**config.mk**
```make
export PLATFORM = sky130hd
export DESIGN_NAME = adjust_cmd_scheduler
export DESIGN_NICKNAME = d
export VERILOG_FILES = /design/src/rtl/adjust_cmd_scheduler.sv
export SDC_FILE = /design/constraint.sdc
export NUM_CORES = 1
export LEC_CHECK = 0
export ABC_CLOCK_PERIOD_IN_PS = 15400
export CAP_MARGIN = 20
export CORE_MARGIN = 4
export CORE_UTILIZATION = 61
export DETAILED_ROUTE_END_ITERATION = 7
export PLACE_DENSITY_LB_ADDON = 0.08
export SYNTH_ARGS = -nofsm -noshare
export SYNTH_HDL_FRONTEND = slang
export SYNTH_SLANG_ARGS = --single-unit
```
**constraint.sdc**
```tcl
create_clock -name sys_clk -period 15.4 [get_ports sys_clk]
set_input_delay 2.31 -clock sys_clk [delete_from_list [all_inputs] [get_ports sys_clk]]
set_output_delay 2.31 -clock sys_clk [all_outputs]
set_load 0.005 [all_outputs]
```
**src/rtl/adjust_cmd_scheduler.sv**
```systemverilog
// Command scheduler for the image-adjust datapath: arbitrates UART/key command bytes, queues legal
// commands, clamps steps against shadow counters and emits spaced, optionally frame-aligned strobes.
module adjust_cmd_scheduler #(
    parameter int unsigned FIFO_DEPTH  = 4,
    parameter int unsigned GAP_CYCLES  = 16,
    parameter int unsigned FRAME_ALIGN = 1,
    parameter int unsigned BR_MIN      = 20,
    parameter int unsigned BR_MAX      = 230,
    parameter int unsigned HUE_MIN     = 50,
    parameter int unsigned HUE_MAX     = 150
) (
    input  logic       sys_clk,
    input  logic       rst_n,
    input  logic       uart_valid,
    input  logic [7:0] uart_byte,
    output logic       uart_ready,
    input  logic       key_valid,
    input  logic [7:0] key_byte,
    output logic       key_ready,
    input  logic       frame_start,
    output logic       command_flag,
    output logic [3:0] ctrl_command_out,
    output logic [3:0] value_command_out,
    output logic [7:0] brightness_shadow,
    output logic [7:0] hue_shadow,
    output logic       gray_mode,
    output logic [7:0] drop_cnt,
    output logic       fifo_full,
    output logic       busy
);

    localparam int unsigned AW = (FIFO_DEPTH > 1) ? $clog2(FIFO_DEPTH) : 1;
    localparam int unsigned GW = $clog2(GAP_CYCLES + 1);
    localparam logic [7:0]  SHADOW_RST = 8'd100;

    typedef enum logic [2:0] {
        S_INIT, S_IDLE, S_WAIT_FRAME, S_ISSUE, S_GAP
    } state_t;

    state_t          state, state_nx;
    logic [7:0]      fifo_mem [FIFO_DEPTH];
    logic [AW-1:0]   wr_ptr, rd_ptr;
    logic [AW:0]     count;
    logic            fifo_empty;
    logic [GW-1:0]   gap_cnt;
    logic            gap_done;
    logic            init_active;
    logic [1:0]      init_idx;
    logic            rr_uart;

    logic            can_accept, uart_take, key_take, acc_valid, acc_legal, push, pop;
    logic [7:0]      acc_byte, init_cmd, cmd, out_byte;
    logic            is_gray, is_br, is_rst, emit;
    logic [8:0]      sh9, lo9, hi9, step9, room9, clamped9;

    function automatic logic is_legal(input logic [7:0] b);
        return (b[7:1] == 7'h30) || (b[7:4] == 4'h7) || (b[7:4] == 4'h8);
    endfunction

    assign fifo_full  = (count == (AW+1)'(FIFO_DEPTH));
    assign fifo_empty = (count == '0);
    assign busy       = (state != S_IDLE) || !fifo_empty;
    assign gap_done   = (gap_cnt == GW'(GAP_CYCLES - 1));

    // The pointer only moves on contention, so a lone source never starves the other.
    assign can_accept = !fifo_full && !init_active;
    assign uart_ready = can_accept && (!key_valid || rr_uart);
    assign key_ready  = can_accept && (!uart_valid || !rr_uart);
    assign uart_take  = uart_valid && uart_ready;
    assign key_take   = key_valid && key_ready;
    assign acc_valid  = uart_take || key_take;
    assign acc_byte   = uart_take ? uart_byte : key_byte;
    assign acc_legal  = is_legal(acc_byte);
    assign push       = acc_valid && acc_legal;
    assign pop        = (state == S_ISSUE) && !init_active;

    always_comb begin
        case (init_idx)
            2'd0:    init_cmd = 8'h70;
            2'd1:    init_cmd = 8'h80;
            default: init_cmd = 8'h60;
        endcase
    end

    always_comb begin
        cmd     = init_active ? init_cmd : fifo_mem[rd_ptr];
        is_gray = (cmd[7:4] == 4'h6);
        is_br   = (cmd[7:4] == 4'h7);
        is_rst  = (cmd[3:0] == 4'h0);
        sh9     = is_br ? {1'b0, brightness_shadow} : {1'b0, hue_shadow};
        lo9     = is_br ? 9'(BR_MIN) : 9'(HUE_MIN);
        hi9     = is_br ? 9'(BR_MAX) : 9'(HUE_MAX);
        step9   = {6'd0, cmd[2:0]};
        if (cmd[3]) room9 = (sh9 > lo9) ? (sh9 - lo9) : '0;
        else        room9 = (hi9 > sh9) ? (hi9 - sh9) : '0;
        clamped9 = (step9 < room9) ? step9 : room9;
        emit     = is_gray || is_rst || (clamped9 != '0);
        out_byte = (is_gray || is_rst) ? cmd : {cmd[7:3], clamped9[2:0]};
    end

    always_comb begin
        state_nx = state;
        case (state)
            S_INIT:       state_nx = (FRAME_ALIGN != 0) ? S_WAIT_FRAME : S_ISSUE;
            S_IDLE:       if (!fifo_empty) state_nx = (FRAME_ALIGN != 0) ? S_WAIT_FRAME : S_ISSUE;
            S_WAIT_FRAME: if (frame_start) state_nx = S_ISSUE;
            S_ISSUE:      state_nx = S_GAP;
            S_GAP: begin
                if (gap_done) begin
                    // Init commands chain straight into the next issue without an IDLE cycle.
                    if (init_active && (init_idx != 2'd2))
                        state_nx = (FRAME_ALIGN != 0) ? S_WAIT_FRAME : S_ISSUE;
                    else
                        state_nx = S_IDLE;
                end
            end
            default:      state_nx = S_INIT;
        endcase
    end

    always_ff @(posedge sys_clk) begin
        if (push) fifo_mem[wr_ptr] <= acc_byte;
    end

    always_ff @(posedge sys_clk) begin
        if (!rst_n) begin
            state             <= S_INIT;
            wr_ptr            <= '0;
            rd_ptr            <= '0;
            count             <= '0;
            gap_cnt           <= '0;
            init_active       <= 1'b1;
            init_idx          <= '0;
            rr_uart           <= 1'b1;
            command_flag      <= 1'b0;
            ctrl_command_out  <= '0;
            value_command_out <= '0;
            brightness_shadow <= SHADOW_RST;
            hue_shadow        <= SHADOW_RST;
            gray_mode         <= 1'b0;
            drop_cnt          <= '0;
        end else begin
            state <= state_nx;

            if (uart_valid && key_valid && acc_valid) rr_uart <= !uart_take;
            if (acc_valid && !acc_legal && (drop_cnt != 8'hFF)) drop_cnt <= drop_cnt + 8'd1;

            if (push) wr_ptr <= wr_ptr + 1'b1;
            if (pop)  rd_ptr <= rd_ptr + 1'b1;
            if (push && !pop)      count <= count + 1'b1;
            else if (!push && pop) count <= count - 1'b1;

            if (state == S_ISSUE)    gap_cnt <= '0;
            else if (state == S_GAP) gap_cnt <= gap_cnt + 1'b1;

            if ((state == S_GAP) && gap_done && init_active) begin
                if (init_idx == 2'd2) init_active <= 1'b0;
                else                  init_idx    <= init_idx + 2'd1;
            end

            command_flag <= 1'b0;
            if ((state == S_ISSUE) && emit) begin
                command_flag      <= 1'b1;
                ctrl_command_out  <= out_byte[7:4];
                value_command_out <= out_byte[3:0];
                if (is_gray) begin
                    gray_mode <= cmd[0];
                end else if (is_br) begin
                    if (is_rst)      brightness_shadow <= SHADOW_RST;
                    else if (cmd[3]) brightness_shadow <= brightness_shadow - clamped9[7:0];
                    else             brightness_shadow <= brightness_shadow + clamped9[7:0];
                end else begin
                    if (is_rst)      hue_shadow <= SHADOW_RST;
                    else if (cmd[3]) hue_shadow <= hue_shadow - clamped9[7:0];
                    else             hue_shadow <= hue_shadow + clamped9[7:0];
                end
            end
        end
    end

endmodule

```
Yosys cells after proc, flatten, opt, wreduce, memory -nomap -nowiden:

Memories as Yosys holds them, arrays and structs flattened. A register that Yosys moved wholly into a read port is not among the register bits.
Cells that the tools add are included.

* add/sub/neg operators: 13
* magnitude comparators: 3
* equal/unequal tests: 19
* mux-type cells: 27
* bitwise operators: 4
* reduce and logical (&&, ||, !) cells: 48

Operators by type and width (count)
* $mux W8: 7
* $mux W9: 4
* $mux W3: 6
* $logic_and A1 B1 Y1: 17
* $add A8 B8 Y8: 2
* $pmux W8 S2: 1
* $sub A8 B8 Y8: 2
* $pmux W3 S5: 1
* $eq A4 B3 Y1 const B: 3
* $logic_not A1 Y1: 10
* $lt A3 B9 Y1: 1
* $reduce_and A3 Y1: 3
* $reduce_bool A9 Y1: 1
* $sub A8 B6 Y9: 1
* $sub A8 B8 Y9: 1
* $add A8 B1 Y8 const B: 1
* $gt A8 B6 Y1: 1
* $gt A8 B8 Y1: 1
* $logic_or A1 B1 Y1: 8
* $ne A2 B2 Y1 const B: 4
* $ne A8 B8 Y1 const B: 1
* $eq A7 B6 Y1 const B: 1
* $mux W7: 1
* $add A2 B1 Y2 const B: 3
* other kinds (21): 33

* register bits: 53
* memory bits (writable): 32
* output and inout port bits: 38
* memories kept: 1

Memories
* fifo_mem: words 4, width 8, read ports 1, clocked after Yosys merged registers in 1, wr ports 1, RTL line 41 `logic [7:0] fifo_mem [FIFO_DEPTH];`

Logic depth before layout (Yosys ltp):

Gate-level depths: netlist (run 1).

* depth after elaboration: 14
* gate-level depth with buffers: 37
* mapped depth without buffers: 35

Worst setup path after synthesis (run 1):

No wires, ideal clock.

* kind: reg2reg
* start point: register with a tool-made name
* end point: register brightness_shadow[7]
* library setup time: 0.074 ns
* arrival: 7.494 ns
* setup slack: 7.831 ns
* cell stages (with the launch flop): 37
* path buffers: 4
* clock period less this slack: 7.569 ns
* path through: dfxtp_1 > buf_6 > buf_8 > mux2_4 > o22ai_2 > o211a_1 > buf_6 > nand2_4 > clkbuf_1 > nor2_1 > a21oi_1 > ha_1 > o21ai_0 > and2_1 > a21o_1 > o21ai_0 > a32oi_1 > ha_1 > a21oi_1 > nand2_1 > o32ai_1 > a211oi_4 > o22ai_2 > nor2_1 > a21oi_1 > ha_1 > o21ai_0 > ha_1 > a21o_1 > a21o_1 > a21oi_1 > nand2_1 > and3_1 > a2111oi_0 > nor4_1 > or4_1 > a31oi_1

RTL lines
* end signal, assigned: RTL line 170 `else if (cmd[3]) brightness_shadow <= brightness_shadow - clamped9[7:0];`
* end signal, assigned: RTL line 171 `else brightness_shadow <= brightness_shadow + clamped9[7:0];`
* end, declared: RTL line 24 `output logic [7:0] brightness_shadow,`

==> results by group, run 1 <==
STA
  • Final Hold Slack: 0.462 ns
  • RSZ-0062 raised after global routing: false
  • Clk_skew: 0.0180 ns
  • Worst-margin pin slew: 1.15 ns
  • Hold Fails Final Rpt: 0
  • Final worst slack: 6.30 ns
  • Crit share post-route: 59.1%
  • Final critical-path required period: 9.10 ns
  • Setup TNS: 0 ns
  • Relative max-transition margin: 23.6%
  • Finish-stage setup viols: 0
  • Fmax: 0.110 GHz
  • Max-slew violations: 0

Placed design
  • Placed instance count: 769
  • Cell area after placement: 6230 sq um
  • Pre-CTS setup slack: 6.50 ns
  • I/O Buffers: 58
  • Final RePlAce weighted congestion: 1.01
  • Hpwl dp: 11400 um

Routing
  • Routed vias/inst: 6.55
  • Vias: 5139
  • Met3 wire length: 1230 um
  • Antenna-violating nets left: 0
  • Met2 wire len: 7670 um
  • 1st-iter DRT viols: 460
  • M1 WL: 6460 um
  • Wire per inst: 20.1 um
  • Residual DRC count: 0
  • DR pass1 iterations: 5
  • WL final: 15700 um
  • Highest routed layer: met4

Clock tree
  • TritonCTS Buffers: 9
  • Clock root buffer master: clkbuf_8
  • Post-CTS Setup Bufs: 0
  • Clock sink count: 87
  • Later-pin clock latency in the skew report: 0.37 ns
  • CTS Buffer Depth: 2
  • Htree depth: 3
  • TritonCTS clock tree: done
  • Cts repair resizes: 0
  • Clock-pin slew on the worst setup and hold paths: 0.11 ns
  • CTS hold repair buffers: 0

Synthesis
  • Post-Syn Area: 5680 sq um
  • Area contributors post-synth: dfxtp_1 (19%), edfxtp_1 (17%), ha_1 (5.7%)
  • Fraction of registers with async set/reset: 0%
  • Synthesis warning total: 0
  • Cells after Synth: 635
  • Post-synth EDFFs: 32
  • Yosys top cell area share: 19.4%
  • Post-synth top area cell: dfxtp_1
  • Number of library cell types mapped by synthesis: 83
  • Net Count, Synth: 685
  • Top FF cell, synth: dfxtp_1
  • Seq/Total Area, Yosys: 36.3%
  • Mean Syn Cell Area: 8.94 sq um
  • Register bit count reported by yosys: 87

Floorplanning
  • Initial Util: 63.9%
  • DIE AREA: 10900 sq um
  • Die Y-Extent: 104 um
  • Cell row count: 34
  • Die extent in x: 104 um
  • Total I/O pin count: 59
  • Core footprint: 8890 sq um

Layout
  • Most common cell after layout, fill and taps aside: nor2_1
  • Fin nets: 722
  • Finished Layout Cells: 785
  • Most frequent cells in the layout: nor2_1 (71), clkdlybuf4s50_1 (58), dfxtp_1 (55)
  • Antenna fix cells: 0
  • Final instance area: 6420 sq um
  • Synth-to-layout area growth: 13.1%
  • Fin util: 72.2%
  • Fillers: 688
  • Share of cells above drive strength 1: 7.09%

Worst setup path
  • Crit path kind: reg2reg
  • Crit path capture type: register
  • CP max stage cell: dfxtp_1
  • CP arrival: 9.41 ns
  • Slowest stage delay, CP: 0.80 ns
  • Req. time, crit path: 15.71 ns
  • Critical path fanouts, max: 15
  • CP Launch Type: register

Power and ir drop
  • Cell Pwr Density: 72.8 nW/um^2
  • Peak supply drop: 0.0804 mV
  • Pwr Total: 467 uW
  • P_leak: 2.27 nW

GRT
  • Vias in the first global route: 5069
  • First-pass GRT wire length: 25500 um
  • GR Util All Layers: 28.9%
  • Initial antenna violation count: 0
  • GRT Residual Overflow: 0
  • Largest net degree at the start of global routing: 28

Run
  • Max-Cap Viols: 0

Hold path
  • HP Class: reg2reg

Run status
  • Outcome: finished, final reports clean
report_power, final:
part	internal (mW)	total, mW	switching (mW)
clock	0.0624	0.158	0.0960
combinational	0.0259	0.0580	0.0320
sequential	0.245	0.251	0.00626
total	0.333	0.467	0.134
metal layers:
metal / GRT usage [%] / up-vias
li1: - / 2414
met5: 0 / -
met2: 48.1 / 236
met4: 10.8 / 0
met3: 4.97 / 35
met1: 37.7 / 2454
final timing paths:
| check | depth (start not counted) | startpoint | slack (ns) | endpoint |
|---|---|---|---|---|
| worst max-delay path | 32 | register | 6.30 | brightness_shadow[7]$_SDFFE_PN0P_ |
| worst min-delay path | 2 | value_command_out[2]$_SDFFE_PN0P_ | 0.46 | value_command_out[2]$_SDFFE_PN0P_ |
| worst min register to register | 2 | value_command_out[2]$_SDFFE_PN0P_ | 0.46 | value_command_out[2]$_SDFFE_PN0P_ |
| worst max register to register | 32 | register | 6.30 | brightness_shadow[7]$_SDFFE_PN0P_ |
sequential cells by signal, summed over array words and instances (netlist names), 2 cells and up, named ones only:
name	flops
value_command_out	4
fifo_mem	32
drop_cnt	8
count	3
hue_shadow	8
wr_ptr	2
gap_cnt	5
ctrl_command_out	4
rd_ptr	2
state	3
init_idx	2
brightness_shadow	8
final cells by class:
| cell class | instances | area, sq um | area share (%) |
|---|---|---|---|
| Multi-Input combinational cell | 485 | 3330 | 51.9 |
| Sequential cell | 87 | 2060 | 32.1 |
| Timing Repair Buffer | 61 | 603 | 9.39 |
| Tap cell | 108 | 135 | 2.10 |
| Clock buffer | 9 | 124 | 1.93 |
| Inverter | 28 | 105 | 1.64 |
| Clock inverter | 7 | 62.6 | 0.974 |
cells in the mapped netlist, types with 7 or more instances:
library cell,instances
a211oi_1,14
a21o_1,12
a21oi_1,35
a31oi_1,7
and2_1,8
and3_1,10
clkbuf_1,25
dfxtp_1,55
edfxtp_1,32
ha_1,26
inv_1,27
mux2i_1,18
nand2_1,45
nand2b_1,12
nand3_1,16
nand4_1,15
nor2_1,71
nor2b_1,12
nor3_1,21
o21ai_0,26
xnor2_1,10
xor2_1,14
critical path, delay by kind of cell (launching register included):
kind	cells	cell delay (ns)
compound gates	18	4.84
mux	1	0.43
flops	1	0.80
fa+ha+maj	4	1.30
simple gates	9	1.70
cell families after synthesis:
| group | share of synthesized area (%) |
|---|---|
| AOI/OAI and AO/OA | 21.1 |
| muxes | 5.82 |
| DFF | 36.3 |
| xor gates and xnor gates | 3.70 |
| buffers and inverters | 5.05 |
| and+or+nand+nor | 21.2 |
| adders and majority gates | 6.79 |
No activity file was read; power rests on OpenSTA's default activity.
==> inputs of run 2 (changes only) <==
ABC_CLOCK_PERIOD_IN_PS = 9500   (was 15400)
CORE_UTILIZATION = 58   (was 61)
clock period = 9.5 ns   (was 15.4 ns; I/O delays follow)
==> run 2 against run 1 <==
Effect of this change: critical path depth unchanged; sequential power rose by 62%; worst setup slack got worse by 5.5 ns; register-to-register slack lost 5.5 ns; clock power increased by 92%; sequential share of layout area decreased by 0.46 points; final area is 1.4% higher; global-route usage decreased by 0.52 points.
==> results by group, run 2 (same netlist as run 1, synthesis figures left out) <==
Run
  • Max-Cap Viols: 0

Floorplanning
  • Cell row count: 35
  • Die extent in x: 107 um
  • Die Y-Extent: 107 um
  • DIE AREA: 11400 sq um
  • Initial Util: 60.6%
  • Total I/O pin count: 59
  • Core footprint: 9370 sq um

Worst setup path
  • Crit path capture type: register
  • Worst setup path startpoint: init_active$_SDFFE_PN1P_
  • CP Launch Type: register
  • CP bufs+invs: 0
  • Req. time, crit path: 9.80 ns
  • Worst R2R Path Depth: 32
  • CP arrival: 9.05 ns
  • Slowest stage delay, CP: 0.72 ns
  • Crit path kind: reg2reg
  • Worst reg2reg startpoint: init_active$_SDFFE_PN1P_
  • CP max stage cell: dfxtp_1
  • Worst r2r dst: brightness_shadow[7]$_SDFFE_PN0P_
  • Critical path fanouts, max: 17
  • Reg2Reg Setup Slack: 0.75 ns
  • CP top delay family: compound AO/OA/AOI/OAI gates

Run status
  • Outcome: finished, final reports clean

STA
  • Crit share post-route: 92.1%
  • Final critical-path required period: 8.75 ns
  • Setup TNS: 0 ns
  • Relative max-transition margin: 36.5%
  • RSZ-0062 raised after global routing: false
  • Max-slew violations: 0
  • Hold Fails Final Rpt: 0
  • Worst-margin pin slew: 0.953 ns
  • Fmax: 0.114 GHz
  • Finish-stage setup viols: 0
  • Clk_skew: 0.0160 ns

Clock tree
  • Clock-pin slew on the worst setup and hold paths: 0.10 ns
  • Clock sink count: 87
  • Clock root buffer master: clkbuf_8
  • CTS Buffer Depth: 2
  • TritonCTS clock tree: done
  • Htree depth: 3
  • TritonCTS Buffers: 9
  • Post-CTS Setup Bufs: 0
  • Later-pin clock latency in the skew report: 0.37 ns

Hold path
  • Hold path cells: 2
  • Hold_sp: ctrl_command_out[0]$_SDFFE_PN0P_
  • HP Class: reg2reg
  • Hold Path Sink: ctrl_command_out[0]$_SDFFE_PN0P_

GRT
  • Initial antenna violation count: 0
  • GR Util All Layers: 28.4%
  • Largest net degree at the start of global routing: 43
  • First-pass GRT wire length: 25700 um
  • Vias in the first global route: 5178
  • GRT Residual Overflow: 0

Layout
  • Largest Register: fifo_mem
  • Max FFs per register: 32
  • Fillers: 807
  • Most common cell after layout, fill and taps aside: nor2_1
  • Synth-to-layout area growth: 14.7%
  • Share of cells above drive strength 1: 7.35%
  • Fin util: 69.5%
  • Antenna fix cells: 0
  • Most frequent cells in the layout: nor2_1 (71), clkdlybuf4s50_1 (58), dfxtp_1 (55)
  • Fin nets: 725

Power and ir drop
  • Cell Pwr Density: 124 nW/um^2
  • Peak supply drop: 0.137 mV
  • P_leak: 2.31 nW

Routing
  • Wire per inst: 19.5 um
  • Routed vias/inst: 6.33
  • Residual DRC count: 0
  • Vias: 5122
  • DR pass1 iterations: 7
  • WL final: 15800 um
  • Antenna-violating nets left: 0
  • 1st-iter DRT viols: 399

Placed design
  • Final RePlAce weighted congestion: 0.970
  • Hpwl dp: 11400 um
  • I/O Buffers: 58
## run 2: changes by cell type in the layout (fill, tap and decap cells not counted), sizes merged
cell      previous run  this run
clkbuf               9        11
bufinv               0         2
clkinvlp             2         0
inv                 31        29
buf                  3         6
## run 2: how the worst max path moves through the flow
stage	end	slack (ns)	cells past startpoint
after floorplan	brightness_shadow[7]$_SDFFE_PN0P_	1.93	36
after global placement	brightness_shadow[7]$_SDFFE_PN0P_	1.04	32
after detailed placement	brightness_shadow[7]$_SDFFE_PN0P_	0.71	32
after CTS	brightness_shadow[7]$_SDFFE_PN0P_	0.63	32
after global routing	brightness_shadow[7]$_SDFFE_PN0P_	0.02	32
final	brightness_shadow[7]$_SDFFE_PN0P_	0.75	32
## run 2: final cells by class
type	count	area, sq um	share of cell area, %
clock buffer	11	141	2.17
clock inverter	5	88.8	1.36
inverter	28	105	1.61
multi-input combinational	485	3330	51.1
sequential	87	2060	31.7
tap	129	161	2.48
timing repair buffer	64	626	9.60
## run 2: power by group
group	internal (mW)	switching [mW]	leakage, nW
registers	0.397	0.0107	0.732
clock network	0.159	0.144	0.116
logic	0.0420	0.0533	1.46
total	0.597	0.208	2.31
## run 2: tightest hold or removal path, cell delays in order, from the launching register on
cell and delay (ns):
dfxtp_1 0.32, nand2_1 0.05, a21oi_1 0.05
## run 2: per-stage QoR
step | total power, mW | worst slack (ns) | area (sq um) | hold WS, ns | instances
final | 0.806 | 0.753 | 6510 | 0.459 | 809
after global routing | 0.834 | 0.0152 | 6510 | 0.470 | 809
after CTS | 0.809 | 0.629 | 6510 | 0.459 | 809
after detailed placement | 0.508 | 0.706 | 6280 | 0.446 | 793
after global placement | 0.505 | 1.04 | 6280 | 0.444 | 793
after floorplan | 0.470 | 1.93 | 5680 | 0.448 | 635
## run 2: per-layer routing
layer	vias up	part of all wire [%]	routed length, um	GRT usage [%]
met5	-	0	0	0
met4	0	4.9	771	16.3
met3	68	5.7	898	4.82
met2	193	49	7810	49.1
met1	2432	40	6330	33.2
li1	2429	-	-	-
## run 2: repair_timing
item	4_1_cts	5_1_grt
hold buffers	0	0
setup endpoints to repair	0	1
gates resized for setup	0	1
==> inputs of run 3 (changes only) <==
CELL_PAD_IN_SITES_DETAIL_PLACEMENT = 0   (was unset)
CELL_PAD_IN_SITES_GLOBAL_PLACEMENT = 1   (was unset)
CORE_UTILIZATION = 44   (was 58)
GPL_ROUTABILITY_DRIVEN = 0   (was unset)
==> run 3 against run 2 <==
Effect of this change: sequential cell count unchanged; first-iteration DRC count down 25%; routed wire length is 1.2% lower; largest cell class unchanged.
==> results by group, run 3 (same netlist as run 1, synthesis figures left out) <==
STA
  • Crit share post-route: 90.4%
  • Worst-margin pin slew: 0.951 ns
  • Final critical-path required period: 8.59 ns
  • Final worst slack: 0.909 ns
  • Clk_skew: 0.00638 ns
  • Max-slew violations: 0
  • Fmax: 0.116 GHz
  • Hold Fails Final Rpt: 0
  • RSZ-0062 raised after global routing: false
  • Finish-stage setup viols: 0
  • Relative max-transition margin: 34.9%
  • Setup TNS: 0 ns

Layout
  • Finished Layout Cells: 849
  • Antenna fix cells: 0
  • Fillers: 1211
  • Most frequent cells in the layout: nor2_1 (71), clkdlybuf4s50_1 (58), dfxtp_1 (53)
  • Synth-to-layout area growth: 16.5%
  • Largest Register: fifo_mem
  • Most common cell after layout, fill and taps aside: nor2_1
  • Share of cells above drive strength 1: 7.39%
  • Fin nets: 722
  • Fin util: 52.4%
  • Max FFs per register: 32

GRT
  • Vias in the first global route: 4919
  • First-pass GRT wire length: 25300 um
  • Initial antenna violation count: 0
  • GRT Residual Overflow: 0
  • GR Util All Layers: 21.9%
  • Largest net degree at the start of global routing: 33

Routing
  • WL final: 15600 um
  • Wire per inst: 18.4 um
  • Residual DRC count: 0
  • 1st-iter DRT viols: 301
  • DR pass1 iterations: 5
  • Antenna-violating nets left: 0
  • Vias: 5037
  • Routed vias/inst: 5.93

Worst setup path
  • CP max stage cell: dfxtp_2
  • Slowest stage delay, CP: 0.57 ns
  • CP arrival: 8.86 ns
  • Critical path fanouts, max: 15
  • Crit path capture type: register
  • CP Launch Type: register
  • Req. time, crit path: 9.77 ns
  • Crit path kind: reg2reg

Clock tree
  • Clock root buffer master: clkbuf_16
  • Clock sink count: 87
  • TritonCTS Buffers: 9
  • Htree depth: 3
  • Cts repair resizes: 0
  • Post-CTS Setup Bufs: 0
  • CTS Buffer Depth: 2
  • TritonCTS clock tree: done
  • CTS hold repair buffers: 0
  • Clock-pin slew on the worst setup and hold paths: 0.07 ns
  • Later-pin clock latency in the skew report: 0.35 ns

Floorplanning
  • Initial Util: 45.0%
  • Die Y-Extent: 122 um
  • Core footprint: 12600 sq um
  • Total I/O pin count: 59
  • Die extent in x: 122 um
  • DIE AREA: 14800 sq um
  • Cell row count: 41

Placed design
  • I/O Buffers: 58
  • Pre-CTS setup slack: 0.615 ns
  • Hpwl dp: 11400 um
  • Placed instance count: 833

Power and ir drop
  • Peak supply drop: 0.106 mV
  • Pwr Total: 858 uW
  • Cell Pwr Density: 130 nW/um^2
  • P_leak: 2.32 nW

Run status
  • Outcome: finished, final reports clean

Hold path
  • HP Class: reg2reg

Run
  • Max-Cap Viols: 0
[run 3: cell type report]
class / instances / area [sq um] / share of cell area, %
clock inverter: 6 / 48.8 / 0.738
inverter: 28 / 105 / 1.59
multi-input combinational: 485 / 3330 / 50.3
clock buffer: 10 / 250 / 3.78
timing repair buffer: 61 / 603 / 9.11
sequential: 87 / 2060 / 31.2
tap: 172 / 215 / 3.25
[run 3: power breakdown]
part / switching [mW] / leakage (nW) / internal (mW) / total [mW]
Clock: 0.161 / 0.143 / 0.197 / 0.357
Combinational: 0.0510 / 1.45 / 0.0420 / 0.0930
Sequential: 0.0103 / 0.732 / 0.397 / 0.407
[run 3: path summary, 6_finish.rpt]
check,cells past startpoint,from,slack (ns),endpoint
setup / recovery,32,register,0.91,brightness_shadow[7]$_SDFFE_PN0P_
hold / removal,2,value_command_out[2]$_SDFFE_PN0P_,0.46,value_command_out[2]$_SDFFE_PN0P_
setup reg to reg,32,register,0.91,brightness_shadow[7]$_SDFFE_PN0P_
hold reg to reg,2,value_command_out[2]$_SDFFE_PN0P_,0.46,value_command_out[2]$_SDFFE_PN0P_
[run 3: metrics by stage]
stage | area, sq um | hold WS (ns)
6_report | 6620 | 0.459
5_1_grt | 6620 | 0.487
4_1_cts | 6610 | 0.466
3_5_place_dp | 6310 | 0.450
3_3_place_gp | 6310 | 0.444
2_1_floorplan | 5680 | 0.448
[run 3: critical path: cells and delay by family, from the launching register on]
family | cells | cell delay [ns]
adder cells (fa/ha/maj) | 4 | 1.27
multiplexers | 1 | 0.39
AND/OR/NAND/NOR | 9 | 1.65
flip-flops | 1 | 0.57
AO/OA/AOI/OAI | 18 | 4.61
[run 3: layer usage]
| layer | part of all wire, % | GRT usage, % | vias to the layer above |
|---|---|---|---|
| li1 | - | - | 2431 |
| met4 | 4.3 | 11.4 | 0 |
| met5 | 0 | 0 | - |
| met2 | 49 | 37.2 | 184 |
| met1 | 42 | 26.0 | 2366 |
| met3 | 5.3 | 4.69 | 56 |
